==> src/rtl/memtest_pkg.sv <==
// Shared types and constants for the memory tester's PLL frequency sequencer.
// Holds the sequencer FSM encoding, the step-index width and the MHz display lookup.
package memtest_pkg;

  localparam int unsigned StepW = 4;

  typedef enum logic [2:0] {
    StIdle,
    StLoad,
    StLwait,
    StBusyw,
    StRecfg,
    StSettle
  } pllseq_state_e;

  // Index 0 is the fastest step.
  function automatic logic [7:0] step_mhz(input logic [StepW-1:0] step);
    logic [7:0] mhz;
    case (step)
      4'd0:    mhz = 8'd167;
      4'd1:    mhz = 8'd160;
      4'd2:    mhz = 8'd150;
      4'd3:    mhz = 8'd140;
      4'd4:    mhz = 8'd130;
      4'd5:    mhz = 8'd120;
      4'd6:    mhz = 8'd110;
      4'd7:    mhz = 8'd100;
      4'd8:    mhz = 8'd90;
      4'd9:    mhz = 8'd80;
      4'd10:   mhz = 8'd70;
      default: mhz = 8'd0;
    endcase
    return mhz;
  endfunction

endpackage

==> src/rtl/pllseq_edge.sv <==
// Rising-edge detector with a registered history bit; history clears on reset so a
// level held through reset produces exactly one edge afterwards.
module pllseq_edge (
  input  logic clk_i,
  input  logic reset_i,
  input  logic level_i,
  output logic rise_o
);

  logic level_q;

  always_ff @(posedge clk_i) begin
    if (reset_i) begin
      level_q <= 1'b0;
    end else begin
      level_q <= level_i;
    end
  end

  assign rise_o = level_i & ~level_q;

endmodule

==> src/rtl/pll_freq_sequencer.sv <==
// Turns step requests into a committed step index and drives the pll_reconfig handshake.
// Define PLLSEQ_WATCHDOG_EN to enable the reconfig watchdog, cfg_reset and timeouts count.
module pll_freq_sequencer
  import memtest_pkg::*;
#(
  parameter int unsigned NUM_STEPS = 11,
  parameter int unsigned INIT_POS  = 7,
  parameter int unsigned TIMEOUT   = 1000,
  parameter int unsigned SETTLE    = 1024
) (
  input  logic             clk,
  input  logic             reset,
  input  logic             btn_up,
  input  logic             btn_down,
  input  logic             btn_auto,
  input  logic             auto_start,
  input  logic             pass_seen,
  input  logic             fail_seen,
  input  logic             cfg_busy,
  input  logic             locked,
  output logic             cfg_write_from_rom,
  output logic             cfg_reconfig,
  output logic             cfg_reset,
  output logic [StepW-1:0] pos,
  output logic             auto_mode,
  output logic             recfg,
  output logic [7:0]       timeouts
);

  localparam logic [StepW-1:0] MaxStep  = StepW'(NUM_STEPS - 1);
  localparam logic [StepW-1:0] InitStep = StepW'(INIT_POS);
  localparam int unsigned      SetW     = $clog2(SETTLE + 1);

  if (TIMEOUT < 2) begin : g_bad_timeout
    $error("TIMEOUT must be at least 2");
  end
  if (SETTLE < 1) begin : g_bad_settle
    $error("SETTLE must be at least 1");
  end

  logic up_rise, down_rise, auto_rise;

  pllseq_edge u_edge_up   (.clk_i(clk), .reset_i(reset), .level_i(btn_up),   .rise_o(up_rise));
  pllseq_edge u_edge_down (.clk_i(clk), .reset_i(reset), .level_i(btn_down), .rise_o(down_rise));
  pllseq_edge u_edge_auto (.clk_i(clk), .reset_i(reset), .level_i(btn_auto), .rise_o(auto_rise));

  pllseq_state_e    state_q, state_d;
  logic [StepW-1:0] target_q, target_d, pos_q, pos_d;
  logic             pending_q, pending_d, auto_q, auto_d, recfg_q, recfg_d;
  logic             wr_q, wr_d, rc_q, rc_d;
  logic [SetW-1:0]  settle_q, settle_d;
  logic             accept;

`ifdef PLLSEQ_WATCHDOG_EN
  localparam int unsigned WdW = $clog2(TIMEOUT + 1);
  logic [WdW-1:0] wd_q, wd_d;
  logic           crst_q, crst_d;
  logic [7:0]     tmo_q, tmo_d;
`endif

  always_comb begin
    state_d   = state_q;
    target_d  = target_q;
    pos_d     = pos_q;
    pending_d = pending_q;
    auto_d    = auto_q;
    recfg_d   = recfg_q;
    settle_d  = settle_q;
    wr_d      = 1'b0;
    rc_d      = 1'b0;
    accept    = 1'b0;
`ifdef PLLSEQ_WATCHDOG_EN
    wd_d      = wd_q;
    crst_d    = 1'b0;
    tmo_d     = tmo_q;
`endif

    unique case (state_q)
      StIdle: begin
        if (pending_q) begin
          pending_d = 1'b0;
          pos_d     = target_q;
          wr_d      = 1'b1;
          state_d   = StLoad;
        end
      end
      StLoad:  state_d = StLwait;
      StLwait: state_d = StBusyw;
      StBusyw: begin
        if (!cfg_busy) begin
          rc_d    = 1'b1;
          state_d = StRecfg;
`ifdef PLLSEQ_WATCHDOG_EN
          wd_d    = WdW'(TIMEOUT);
`endif
        end
      end
      StRecfg: begin
        // Busy is only trusted once the reconfig pulse has been seen by pll_reconfig.
`ifdef PLLSEQ_WATCHDOG_EN
        wd_d = wd_q - WdW'(1);
        if (!rc_q && !cfg_busy) begin
          settle_d = '0;
          state_d  = StSettle;
        end else if (wd_q == WdW'(1)) begin
          crst_d   = 1'b1;
          tmo_d    = (tmo_q == 8'hff) ? tmo_q : tmo_q + 8'd1;
          settle_d = '0;
          state_d  = StSettle;
        end
`else
        if (!rc_q && !cfg_busy) begin
          settle_d = '0;
          state_d  = StSettle;
        end
`endif
      end
      StSettle: begin
        if (!locked) begin
          settle_d = '0;
        end else if (settle_q == SetW'(SETTLE - 1)) begin
          state_d = StIdle;
          recfg_d = pending_q;
        end else begin
          settle_d = settle_q + SetW'(1);
        end
      end
      default: state_d = StIdle;
    endcase

    if (auto_start) begin
      target_d = '0;
      auto_d   = 1'b1;
      accept   = 1'b1;
    end else if (auto_rise) begin
      if (auto_q) begin
        auto_d = 1'b0;
      end else begin
        target_d = '0;
        auto_d   = 1'b1;
      end
      accept = 1'b1;
    end else if (down_rise && target_q < MaxStep) begin
      target_d = target_q + StepW'(1);
      auto_d   = 1'b0;
      accept   = 1'b1;
    end else if (up_rise && target_q != '0) begin
      target_d = target_q - StepW'(1);
      auto_d   = 1'b0;
      accept   = 1'b1;
    end else if (auto_q && pass_seen && fail_seen && state_q == StIdle && target_q < MaxStep) begin
      target_d = target_q + StepW'(1);
      accept   = 1'b1;
    end

    if (accept) begin
      pending_d = 1'b1;
      recfg_d   = 1'b1;
    end
  end

  always_ff @(posedge clk) begin
    if (reset) begin
      state_q   <= StIdle;
      target_q  <= InitStep;
      pos_q     <= InitStep;
      pending_q <= 1'b0;
      auto_q    <= 1'b0;
      recfg_q   <= 1'b0;
      settle_q  <= '0;
      wr_q      <= 1'b0;
      rc_q      <= 1'b0;
`ifdef PLLSEQ_WATCHDOG_EN
      wd_q      <= '0;
      crst_q    <= 1'b0;
      tmo_q     <= 8'd0;
`endif
    end else begin
      state_q   <= state_d;
      target_q  <= target_d;
      pos_q     <= pos_d;
      pending_q <= pending_d;
      auto_q    <= auto_d;
      recfg_q   <= recfg_d;
      settle_q  <= settle_d;
      wr_q      <= wr_d;
      rc_q      <= rc_d;
`ifdef PLLSEQ_WATCHDOG_EN
      wd_q      <= wd_d;
      crst_q    <= crst_d;
      tmo_q     <= tmo_d;
`endif
    end
  end

  assign cfg_write_from_rom = wr_q;
  assign cfg_reconfig       = rc_q;
  assign pos                = pos_q;
  assign auto_mode          = auto_q;
  assign recfg              = recfg_q;
`ifdef PLLSEQ_WATCHDOG_EN
  assign cfg_reset          = crst_q;
  assign timeouts           = tmo_q;
`else
  assign cfg_reset          = 1'b0;
  assign timeouts           = 8'd0;
`endif

endmodule

==> config.mk <==
export PLATFORM = sky130hd
export DESIGN_NAME = pll_freq_sequencer
export DESIGN_NICKNAME = d
export VERILOG_FILES = /design/src/rtl/memtest_pkg.sv /design/src/rtl/pllseq_edge.sv /design/src/rtl/pll_freq_sequencer.sv
export SDC_FILE = /design/constraint.sdc
export NUM_CORES = 1
export LEC_CHECK = 0
export CORE_MARGIN = 2
export CORE_UTILIZATION = 50
export DETAILED_ROUTE_END_ITERATION = 10
export DONT_BUFFER_PORTS = 1
export PLACE_DENSITY_LB_ADDON = 0.05
export SYNTH_ARGS = -nofsm -noshare
export SYNTH_HDL_FRONTEND = slang
export SYNTH_SLANG_ARGS = --single-unit
export TNS_END_PERCENT = 20
==> constraint.sdc <==
create_clock -name clk -period 2.4 [get_ports clk]
set_input_delay 0.24 -clock clk [delete_from_list [all_inputs] [get_ports clk]]
set_output_delay 0.24 -clock clk [all_outputs]
set_load 0.05 [all_outputs]
==> results of run 1 <==
cell families (layout without fill, tap and decap cells):
family                   Yosys count  count (layout)
XOR/XNOR                           6               6
other                              1               9
flip-flops                        30              30
AO/OA/AOI/OAI                     37              37
adder cells (fa/ha/maj)            3               3
AND/OR/NAND/NOR                   81              81
multiplexers                       3               3
buffers and inverters             21              20
cells in the mapped netlist, types with 2 or more instances:
cell type	number
dfxtp_1	30
nor2_1	20
buf_4	9
nand2_1	9
nand3_1	9
inv_1	7
nor2b_1	7
nor3_1	7
nor4_1	7
a31oi_1	6
xnor2_1	6
a211o_1	5
a21oi_1	5
o21ai_0	5
clkbuf_1	4
and3_1	3
ha_1	3
mux2i_1	3
nand2b_1	3
nor3b_1	3
a311o_1	2
nand4b_1	2
o211ai_1	2
o21bai_1	2
or2_2	2
metrics by stage:
| stage | power, mW | std cells | worst slack, ns |
|---|---|---|---|
| after global placement | 0.7394 | 212 | 0.5251 |
| final | 1.052 | 222 | 0.4113 |
| after floorplan | 0.7306 | 190 | 0.5195 |
| after CTS | 1.065 | 221 | 0.4347 |
| after detailed placement | 0.7423 | 212 | 0.4670 |
| after global routing | 1.117 | 222 | 0.2663 |
per-layer routing:
metal | part of all wire (%) | vias up
met3 | 4.5 | 7
met1 | 40 | 609
met2 | 53 | 31
met4 | 2.3 | 0
met5 | 0 | -
li1 | - | 656
worst min-delay path by stage:
stage | slack [ns] | cells past startpoint | to | start
2_1_floorplan | 0.31 | 1 | u_edge_down.level_q$_SDFF_PP0_ | reset
3_3_place_gp | 0.31 | 1 | target_q[3]$_SDFFE_PP0P_ | reset
3_5_place_dp | 0.31 | 1 | target_q[3]$_SDFFE_PP0P_ | reset
4_1_cts | 0.006 | 1 | target_q[1]$_SDFFE_PP1P_ | reset
5_1_grt | 0.02 | 1 | target_q[1]$_SDFFE_PP1P_ | reset
6_report | 0.02 | 1 | target_q[1]$_SDFFE_PP1P_ | reset
sequential cells by signal, summed over array words and instances, names as in the netlist:
| register | flops |
|---|---|
| settle_q | 11 |
| pending_q | 1 |
| pos | 4 |
| u_edge_down.level_q | 1 |
| target_q | 4 |
| u_edge_auto.level_q | 1 |
| u_edge_up.level_q | 1 |
| cfg_reconfig | 1 |
| auto_mode | 1 |
| recfg | 1 |
| cfg_write_from_rom | 1 |
| state_q | 3 |
area by class of cell:
cell class | instances | share of cell area [%]
clock buffer | 7 | 3.331
inverter | 7 | 1.590
timing repair buffer | 5 | 2.574
tap | 33 | 2.498
multi-input combinational | 139 | 53.37
sequential | 30 | 36.34
clock inverter | 1 | 0.3028
report_power, final:
group / switching [mW] / total [mW] / internal, mW
clock network: 0.171 / 0.313 / 0.142
registers: 0.0555 / 0.578 / 0.522
logic: 0.104 / 0.161 / 0.0572
total: 0.330 / 1.05 / 0.721
==> flow_summary.rst, run 1 <==
.. list-table::
   :header-rows: 1

   * - Metric
     - Value
   * - Fraction of met1 tracks used by global routing
     - 23.14%
   * - Initial Util
     - 52.12%
   * - Slew Limit Headroom
     - 49.35%
   * - Worst Path Buf+Inv
     - 1
   * - Detail-routed net length per standard cell
     - 14.32 microns
   * - Root buffer cell
     - clkbuf_4
   * - DP Wirelength
     - between 2 and 2.5 mm
   * - Met2 usage
     - 37.11%
   * - Area added between synthesis and finish
     - 5.596%
   * - Met3 usage
     - around 6.7%
   * - Hold Vio Cnt, Final
     - 0
   * - YS warnings
     - 0
   * - Combined flip-flop and latch cell area
     - 600.6 sq um
   * - Element type at the critical path end
     - register
   * - Worst setup path start
     - target_q[0]$_SDFFE_PP1P_
   * - Count of unresolved DRC violations after routing
     - 0
   * - Achievable clock frequency
     - between 500 and 600 MHz
   * - Post-synth EDFFs
     - 0
   * - Initial antenna violation count
     - 0
   * - Overall global routing resource usage
     - 20.93%
   * - Kind of cell adding the most delay to the critical path
     - simple AND/OR/NAND/NOR gates
   * - Count of boundary I/O pins
     - 27
   * - Setup total negative slack
     - 0 ns
   * - Number of gates resized after CTS
     - 0
   * - Global routing's busiest layer
     - met2
   * - Path type of the worst min-delay path
     - primary input to register
   * - Area taken by multi-input logic gates
     - 882.1 sq um
   * - Number of synthesized register bits
     - 30
   * - Placeable core region
     - 0.003003 sq mm
   * - Share of Yosys cell area claimed by the top area cell type
     - 38.37%
   * - Max cap viols
     - 0
   * - Compound-Gate Fraction of Synth Area
     - 16.79%
   * - Number of instances in the synthesized netlist
     - roughly 180
   * - Worst Setup EP
     - target_q[3]$_SDFFE_PP0P_
   * - First-pass iteration count of the detailed router
     - 4
   * - Count of inserted antenna diode cells
     - 0
   * - Hold slack final
     - around 0.023 ns
   * - Die Footprint
     - 0.003594 sq mm
   * - RSZ-0062 raised after global routing
     - no
   * - Number of clock sinks
     - 30
   * - Worst-path cell chain
     - inv_1 -> ha_1 -> nor3b_1 -> o2bb2ai_1 -> nor2_2 -> or4b_1 -> a31oi_1
   * - CP Max Fanout
     - 5
   * - Most used flip-flop cell after synthesis
     - dfxtp_1
   * - Final Core Density
     - 55.04%
   * - Clock transition at the registers of the reported paths
     - 0.09 ns
   * - Capture point of the worst reg-to-reg path
     - target_q[3]$_SDFFE_PP0P_
   * - Peak ir drop on the vdd network
     - 398.9 uV
   * - Leading cell types by total area after synthesis
     - dfxtp_1 (38%), nor2_1 (4.8%), buf_4 (4.3%)
   * - Post-synthesis share of cell area spent on full adders, half adders and majority gates
     - under 10%
   * - Horizontal die dimension
     - 59.95 microns
   * - Cell area after synthesis
     - 0.001565 sq mm
   * - Global-route wire length before repair
     - between 5 and 6 mm
   * - CTS H-tree lvls
     - 2
   * - Via count of the first global-routing pass
     - 1227
   * - Hold buffers post-CTS
     - 1
   * - Via-per-instance ratio
     - around 5.9
   * - Inserted Clock Buffers
     - 5
   * - Slew Limit Fails
     - 0
   * - Synthesized-area fraction occupied by xor and xnor cells
     - 3.357%
   * - Fraction of the yosys area taken by sequential cells
     - between 30% and 40%
   * - Leading cell type in the layout, fill and taps excluded
     - dfxtp_1
   * - Reg-to-reg critical path startpoint
     - target_q[0]$_SDFFE_PP1P_
   * - Port Buffers
     - 0
   * - Share of cell area taken by muxes after synthesis
     - 1.918%
   * - Internal reg-to-reg setup slack
     - 0.41 ns
   * - Final Wtd Congestion
     - 0.8886
   * - Most frequent cells in the layout
     - dfxtp_1 (30), nor2_1 (20), nand3_1 (9), nand2_1 (9), conb_1 (9)
   * - Run status
     - finished, final reports clean
   * - Leakage
     - 0.6270 nW
   * - Filler cell count in the final layout
     - 307
   * - Critical Path AT
     - between 2 and 2.5 ns
   * - Total of endpoints with negative setup slack in the final report
     - 0
   * - Final nets
     - roughly 200
   * - Maximum clock insertion buffer count
     - 2
   * - Routed wire length
     - between 3 and 4 mm
   * - Combinational family with the most area after synthesis
     - simple AND/OR/NAND/NOR gates
   * - Worst clock skew on the final layout
     - 0.005328 ns
   * - Simple logic cell fraction of the synthesized area
     - 29.74%
   * - Required time at the worst-slack endpoint
     - approximately 2.7 ns
   * - Share of async-settable or async-resettable flops after synthesis
     - 0%
   * - Tmin final
     - just under 2 ns
   * - Slew at the pin closest to its max-slew limit
     - approximately 0.76 ns
   * - Largest net degree at the start of global routing
     - 22
   * - Total stage count of the critical path
     - 7
   * - Library cells used by synthesis
     - between 40 and 50
   * - Source-to-sink clock delay at the later pin of the worst-skew pair
     - 0.33 ns
   * - Cell type contributing the most total cell area after synthesis
     - dfxtp_1
   * - Post-route design area
     - 0.001653 sq mm
   * - Layout cell share with drive strength beyond 1
     - 9.524%
   * - Mean area per synthesized cell
     - 8.600 sq um
   * - Category of the most critical setup path
     - register to register
   * - PD cells
     - between 600 and 700 mW/mm^2
   * - Kind of start point of the critical path
     - register
   * - Fin crit share
     - 82.86%
   * - Post-CTS setup repair buffer count
     - 0
   * - Count of antenna-violating nets left after detailed routing
     - 0
   * - CP peak stage delay
     - 0.47 ns
   * - Die height
     - 59.95 microns
   * - Placed cell area
     - 0.001573 sq mm
   * - Path depth of the worst reg2reg path
     - 7
   * - TritonCTS clock tree
     - built
   * - Crit-path slowest cell
     - or4b_1
   * - Routed vias
     - 1303
   * - Cell Rows
     - 20
   * - Residual overflow from global routing
     - 0
   * - Initial DRC Count
     - 45
No activity file was read; power rests on OpenSTA's default activity.
==> run 2: changes to the inputs <==
==> constraint.sdc (replaced) <==
create_clock -name clk -period 2.05 [get_ports clk]
set_input_delay 0.205 -clock clk [delete_from_list [all_inputs] [get_ports clk]]
set_output_delay 0.205 -clock clk [all_outputs]
set_load 0.05 [all_outputs]
==> run 2 against run 1 <==
First-iteration DRC count unchanged. Sequential share of layout area down 1.7 points. Worst hold slack better by 0.033 ns. Power up 27%. Clock skew down 0.0022 ns. Routed wire length up 0.69%. Global-route usage down 0.39 points. Register-to-register slack worse by 0.31 ns. Count of clock-buffer cells in the layout down 2. Setup slack worse by 0.31 ns. Clock power up 49%. Combinational power up 25%.
==> flow_summary.rst, run 2 (synthesis gave the netlist of run 1 again) <==
.. list-table::
   :header-rows: 1

   * - Metric
     - Value
   * - Routed wire length
     - 3.202 mm (+0.69%)
   * - Clock transition at the registers of the reported paths
     - 0.10 ns (about the same)
   * - Slew Limit Fails
     - 0 (unchanged)
   * - Placed cell area
     - 0.001610 sq mm (+2.4%)
   * - Final Core Density
     - 57.75% (+2.7 points)
   * - Post-CTS setup repair buffer count
     - 0 (unchanged)
   * - Hold Vio Cnt, Final
     - 0 (unchanged)
   * - Final Wtd Congestion
     - 0.8956 (+0.79%)
   * - Run status
     - finished, final reports clean
   * - CTS H-tree lvls
     - 2 (unchanged)
   * - Met3 usage
     - 6.494% (-0.22 points)
   * - RSZ-0062 raised after global routing
     - yes
   * - Placeable core region
     - 0.003003 sq mm (unchanged)
   * - Residual overflow from global routing
     - 0 (unchanged)
   * - Root buffer cell
     - clkbuf_4
   * - Post-route design area
     - 0.001734 sq mm (+4.9%)
   * - Setup total negative slack
     - 0 ns (unchanged)
   * - Min-Delay Path Depth
     - 1 (unchanged)
   * - Global routing's busiest layer
     - met2
   * - Worst setup timing slack at the placement stage
     - 0.1315 ns (-0.3355 ns)
   * - Top reg by flops
     - settle_q
   * - Inserted Clock Buffers
     - 5 (unchanged)
   * - Port Buffers
     - 0 (unchanged)
   * - Worst clock skew on the final layout
     - 0.003088 ns (-0.002240 ns)
   * - Final cell count without fillers
     - 229 (+3.2%)
   * - Fin crit share
     - 94.83% (+12 points)
   * - First-pass iteration count of the detailed router
     - 4 (unchanged)
   * - Count of unresolved DRC violations after routing
     - 0 (unchanged)
   * - Count of boundary I/O pins
     - 27 (unchanged)
   * - PD cells
     - 772.4 mW/mm^2 (+21%)
   * - Largest net degree at the start of global routing
     - 24 (+9.1%)
   * - Critical Path AT
     - 2.20 ns (-0.04 ns)
   * - Required time at the worst-slack endpoint
     - 2.31 ns (-0.34 ns)
   * - Global-route wire length before repair
     - 5.354 mm (-3.2%)
   * - Total of endpoints with negative setup slack in the final report
     - 0 (unchanged)
   * - Path type of the worst min-delay path
     - primary input to register
   * - Total stage count of the critical path
     - 7 (unchanged)
   * - DP Wirelength
     - 2.263 mm (+0.55%)
   * - Path depth of the worst reg2reg path
     - 7 (unchanged)
   * - Worst Path Buf+Inv
     - 1 (unchanged)
   * - Achievable clock frequency
     - 514.4 MHz (+2.3%)
   * - Reg-to-reg critical path startpoint
     - target_q[0]$_SDFFE_PP1P_
   * - Leading cell type in the layout, fill and taps excluded
     - dfxtp_1
   * - Maximum clock insertion buffer count
     - 2 (unchanged)
   * - Count of inserted antenna diode cells
     - 0 (unchanged)
   * - Final nets
     - 208 (+3.5%)
   * - Via count of the first global-routing pass
     - 1182 (-3.7%)
   * - Die Footprint
     - 0.003594 sq mm (unchanged)
   * - Worst setup path start
     - target_q[0]$_SDFFE_PP1P_
   * - Horizontal die dimension
     - 59.95 microns (unchanged)
   * - Initial Util
     - 52.12% (unchanged)
   * - Total power of the final layout
     - 1.339 mW (+27%)
   * - Count of antenna-violating nets left after detailed routing
     - 0 (unchanged)
   * - Cell Rows
     - 20 (unchanged)
   * - Smallest setup slack after layout
     - 0.1060 ns (-0.3053 ns)
   * - Detail-routed net length per standard cell
     - 13.98 microns (-2.4%)
   * - Number of clock sinks
     - 30 (unchanged)
   * - Layout cell share with drive strength beyond 1
     - 12.76% (+3.2 points)
   * - Crit-path slowest cell
     - or4b_1
   * - Fraction of met1 tracks used by global routing
     - 24.34% (+1.2 points)
   * - Most frequent cells in the layout
     - dfxtp_1 (30), nor2_1 (20), nand3_1 (9), nand2_1 (9), conb_1 (9)
   * - Overall global routing resource usage
     - 20.54% (-0.39 points)
   * - Category of the most critical setup path
     - register to register
   * - Slew Limit Headroom
     - 44.31% (-5.0 points)
   * - Beginning of the worst hold path
     - reset
   * - Element type at the critical path end
     - register
   * - Area added between synthesis and finish
     - 10.79%
   * - Tmin final
     - 1.944 ns (-0.04473 ns)
   * - Kind of start point of the critical path
     - register
   * - Min-Delay Endpoint
     - settle_q[10]$_SDFFE_PP0P_
   * - Capture point of the worst reg-to-reg path
     - target_q[3]$_SDFFE_PP0P_
   * - Initial DRC Count
     - 45 (unchanged)
   * - Via-per-instance ratio
     - 5.751 (-2.0%)
   * - Slew at the pin closest to its max-slew limit
     - 0.8326 ns (+0.07541 ns)
   * - Placed cells
     - 217 (+2.4%)
   * - Met2 usage
     - 34.32% (-2.8 points)
   * - Leakage
     - 0.6698 nW (+6.8%)
   * - Source-to-sink clock delay at the later pin of the worst-skew pair
     - 0.33 ns (about the same)
   * - Kind of cell adding the most delay to the critical path
     - simple AND/OR/NAND/NOR gates
   * - Internal reg-to-reg setup slack
     - 0.11 ns (-0.31 ns)
   * - Hold slack final
     - 0.05553 ns (+0.03268 ns)
   * - Die height
     - 59.95 microns (unchanged)
   * - Max cap viols
     - 0 (unchanged)
   * - Worst-path cell chain
     - inv_1 -> ha_1 -> nor3b_1 -> o2bb2ai_1 -> nor2_2 -> or4b_1 -> a31oi_1
   * - TritonCTS clock tree
     - built
   * - Peak ir drop on the vdd network
     - 370.5 uV (-7.1%)
   * - Max reg flops
     - 11 (unchanged)
   * - Initial antenna violation count
     - 0 (unchanged)
   * - CP Max Fanout
     - 5 (unchanged)
   * - CP peak stage delay
     - 0.46 ns (about the same)
   * - Routed vias
     - 1317 (+1.1%)
## run 2: final cells by class
type | instances | area [sq um]
multi-input combinational | 139 | 888.4
inverter | 7 | 26.28
clock buffer | 5 | 37.54
sequential | 30 | 600.6
clock inverter | 3 | 40.04
timing repair buffer | 12 | 100.1
fill | 285 | 1269
tap | 33 | 41.29
## run 2: metal layers
| metal | up-vias | wire, microns |
|---|---|---|
| met1 | 614 | 1392 |
| li1 | 669 | - |
| met4 | 0 | 51 |
| met2 | 28 | 1640 |
| met3 | 6 | 118 |
| met5 | - | 0 |
## run 2: worst max-delay path by stage
| stage | endpoint | slack [ns] |
|---|---|---|
| 6_report | target_q[3]$_SDFFE_PP0P_ | 0.11 |
| 4_1_cts | target_q[3]$_SDFFE_PP0P_ | 0.1 |
| 3_3_place_gp | target_q[3]$_SDFFE_PP0P_ | 0.19 |
| 3_5_place_dp | target_q[3]$_SDFFE_PP0P_ | 0.13 |
| 5_1_grt | target_q[2]$_SDFFE_PP1P_ | -0.05 |
| 2_1_floorplan | target_q[3]$_SDFFE_PP0P_ | 0.17 |
## run 2: power breakdown
group / leakage [nW] / switching [mW] / total [mW] / internal [mW]
sequential: 0.246 / 0.0617 / 0.673 / 0.611
combinational: 0.379 / 0.126 / 0.201 / 0.0748
clock: 0.0450 / 0.213 / 0.465 / 0.252
## run 2: what timing repair did
action | CTS | global route
hold buffers | 3 | 1
resized for setup | 0 | 1
hold endpoints to repair | 23 | 1
endpoints found under the setup margin | 0 | 3
## run 2: worst register-to-register path, stage by stage, from the launching register on
cell and delay (ns):
dfxtp_1 0.40, inv_1 0.10, ha_1 0.22, nor3b_1 0.17, o2bb2ai_1 0.31, nor2_2 0.09
or4b_1 0.46, a31oi_1 0.13
==> run 3: changes to the inputs <==
--- a/config.mk
+++ b/config.mk
@@ -10,6 +10,7 @@
 export DETAILED_ROUTE_END_ITERATION = 10
 export DONT_BUFFER_PORTS = 1
 export PLACE_DENSITY_LB_ADDON = 0.05
+export SETUP_SLACK_MARGIN = 0.3
 export SYNTH_ARGS = -nofsm -noshare
 export SYNTH_HDL_FRONTEND = slang
 export SYNTH_SLANG_ARGS = --single-unit
==> constraint.sdc (replaced) <==
create_clock -name clk -period 2.5 [get_ports clk]
set_input_delay 0.25 -clock clk [delete_from_list [all_inputs] [get_ports clk]]
set_output_delay 0.25 -clock clk [all_outputs]
set_load 0.05 [all_outputs]
==> run 3 against run 2 <==
Final area shrank 5.3%. Largest cell class unchanged. Clock power shrank 34%. Sequential cell count is the same. Power shrank 24%.
==> flow_summary.rst, run 3 (synthesis gave the netlist of run 1 again) <==
.. list-table::
   :header-rows: 1

   * - Metric
     - Value
   * - Residual overflow from global routing
     - 0 (unchanged)
   * - Die Footprint
     - 0.003594 sq mm (unchanged)
   * - Worst Setup EP
     - target_q[3]$_SDFFE_PP0P_
   * - Initial DRC Count
     - 55 (+22%)
   * - Category of the most critical setup path
     - register to register
   * - Total power of the final layout
     - 1.016 mW (-24%)
   * - Source-to-sink clock delay at the later pin of the worst-skew pair
     - 0.34 ns (about the same)
   * - Via-per-instance ratio
     - 5.869 (+2.0%)
   * - Slew Limit Fails
     - 0 (unchanged)
   * - Slew Limit Headroom
     - 50.87% (+6.6 points)
   * - Max cap viols
     - 0 (unchanged)
   * - PD cells
     - 618.6 mW/mm^2 (-20%)
   * - Required time at the worst-slack endpoint
     - 2.76 ns (+0.45 ns)
   * - Placeable core region
     - 0.003003 sq mm (unchanged)
   * - Number of gates resized after CTS
     - 0 (unchanged)
   * - Largest net degree at the start of global routing
     - 22 (-8.3%)
   * - Worst setup path start
     - target_q[0]$_SDFFE_PP1P_
   * - Horizontal die dimension
     - 59.95 microns (unchanged)
   * - RSZ-0062 raised after global routing
     - no
   * - Kind of start point of the critical path
     - register
   * - Layout cell share with drive strength beyond 1
     - 9.574% (-3.2 points)
   * - Global-route wire length before repair
     - 5.533 mm (+3.3%)
   * - Worst clock skew on the final layout
     - 0.006255 ns (+0.003168 ns)
   * - Via count of the first global-routing pass
     - 1229 (+4.0%)
   * - Worst-path cell chain
     - inv_1 -> ha_1 -> nor3b_1 -> o2bb2ai_1 -> nor2_2 -> or4b_1 -> a31oi_1
   * - Area added between synthesis and finish
     - 4.956%
   * - CP peak stage delay
     - 0.47 ns (about the same)
   * - Element type at the critical path end
     - register
   * - Achievable clock frequency
     - 507.1 MHz (-1.4%)
   * - Total of endpoints with negative setup slack in the final report
     - 0 (unchanged)
   * - Count of inserted antenna diode cells
     - 0 (unchanged)
   * - DP Wirelength
     - 2.267 mm (+0.17%)
   * - Port Buffers
     - 0 (unchanged)
   * - Reg-to-reg critical path startpoint
     - target_q[0]$_SDFFE_PP1P_
   * - Initial antenna violation count
     - 0 (unchanged)
   * - Routed wire length
     - 3.163 mm (-1.2%)
   * - Initial Util
     - 52.12% (unchanged)
   * - Count of boundary I/O pins
     - 27 (unchanged)
   * - CP Max Fanout
     - 5 (unchanged)
   * - Path type of the worst min-delay path
     - primary input to register
   * - Kind of cell adding the most delay to the critical path
     - simple AND/OR/NAND/NOR gates
   * - Count of unresolved DRC violations after routing
     - 0 (unchanged)
   * - Setup total negative slack
     - 0 ns (unchanged)
   * - Detail-routed net length per standard cell
     - 14.31 microns (+2.4%)
   * - Maximum clock insertion buffer count
     - 2 (unchanged)
   * - Run status
     - finished, final reports clean
   * - Crit-path slowest cell
     - or4b_1
   * - Final Wtd Congestion
     - 0.8863 (-1.0%)
   * - Peak ir drop on the vdd network
     - 332.2 uV (-10%)
   * - Final nets
     - 200 (-3.8%)
   * - Inserted Clock Buffers
     - 5 (unchanged)
   * - Slew at the pin closest to its max-slew limit
     - 0.7346 ns (-0.09803 ns)
   * - Hold Vio Cnt, Final
     - 0 (unchanged)
   * - Overall global routing resource usage
     - 21.01% (+0.47 points)
   * - Capture point of the worst reg-to-reg path
     - target_q[3]$_SDFFE_PP0P_
   * - Count of antenna-violating nets left after detailed routing
     - 0 (unchanged)
   * - Fin crit share
     - 78.88% (-16 points)
   * - Leading cell type in the layout, fill and taps excluded
     - dfxtp_1
   * - Critical Path AT
     - 2.24 ns (+0.04 ns)
   * - Cell Rows
     - 20 (unchanged)
   * - Path depth of the worst reg2reg path
     - 7 (unchanged)
   * - TritonCTS clock tree
     - built
   * - Die height
     - 59.95 microns (unchanged)
   * - Tmin final
     - 1.972 ns (+0.02796 ns)
   * - Internal reg-to-reg setup slack
     - 0.53 ns (+0.42 ns)
   * - Routed vias
     - 1297 (-1.5%)
   * - Total stage count of the critical path
     - 7 (unchanged)
   * - Root buffer cell
     - clkbuf_4
   * - Number of clock sinks
     - 30 (unchanged)
   * - Most frequent cells in the layout
     - dfxtp_1 (30), nor2_1 (20), nand3_1 (9), nand2_1 (9), conb_1 (9)
   * - Leakage
     - 0.6228 nW (-7.0%)
   * - Top reg by flops
     - settle_q
   * - CTS H-tree lvls
     - 2 (unchanged)
   * - Worst Path Buf+Inv
     - 1 (unchanged)
   * - Max reg flops
     - 11 (unchanged)
   * - Clock transition at the registers of the reported paths
     - 0.09 ns (about the same)
   * - First-pass iteration count of the detailed router
     - 4 (unchanged)
## run 3: per-stage QoR
step	utilization (%)	cells	hold slack, ns	setup WS [ns]	area (sq um)
6_report	54.71	221	0.02326	0.5280	1643
5_1_grt	54.71	221	0.02364	0.3279	1643
4_1_cts	54.71	221	0.01077	0.5264	1643
3_5_place_dp	52.38	212	0.3243	0.5656	1573
3_3_place_gp	52.38	212	0.3225	0.6239	1573
2_1_floorplan	-	190	0.3216	0.6195	1595
## run 3: metal layers
layer | wire [microns] | global-route usage (%) | share of wire (%)
met5 | 0 | 0 | 0
met4 | 93 | 12.38 | 2.9
met3 | 94 | 4.762 | 3.0
met2 | 1630 | 34.94 | 52
met1 | 1344 | 24.44 | 42
## run 3: worst min path at each step
stage | from | end | slack (ns) | cells past startpoint
2_1_floorplan | reset | u_edge_down.level_q$_SDFF_PP0_ | 0.32 | 1
3_3_place_gp | reset | target_q[3]$_SDFFE_PP0P_ | 0.32 | 1
3_5_place_dp | reset | target_q[3]$_SDFFE_PP0P_ | 0.32 | 1
4_1_cts | reset | target_q[1]$_SDFFE_PP1P_ | 0.01 | 1
5_1_grt | reset | target_q[0]$_SDFFE_PP1P_ | 0.02 | 1
6_report | reset | target_q[1]$_SDFFE_PP1P_ | 0.02 | 1
## run 3: area by class of cell
type / instances / area [sq um]
Fill cell: 289 / 1360
Multi-Input combinational cell: 139 / 882.1
Sequential cell: 30 / 600.6
Clock buffer: 7 / 55.05
Tap cell: 33 / 41.29
Timing Repair Buffer: 4 / 32.53
Inverter: 7 / 26.28
Clock inverter: 1 / 5.005
## run 3: worst register-to-register path, delay by kind of cell (launching register included)
kind | cells | cell delay [ns]
simple gates | 3 | 0.75
fa+ha+maj | 1 | 0.21
compound gates | 2 | 0.43
flops | 1 | 0.40
buf+inv | 1 | 0.10
## run 3: power breakdown
part           switching [mW]  internal, mW
Sequential             0.0532         0.501
Combinational          0.0988        0.0540
Clock                   0.173         0.136
Total                   0.325         0.691
## run 3: repair_timing
item | CTS | global route
endpoints found under the setup margin | 0 | 0
setup buffers | 0 | 0
hold buffers | 1 | 0
endpoints found under the hold margin | 21 | 0
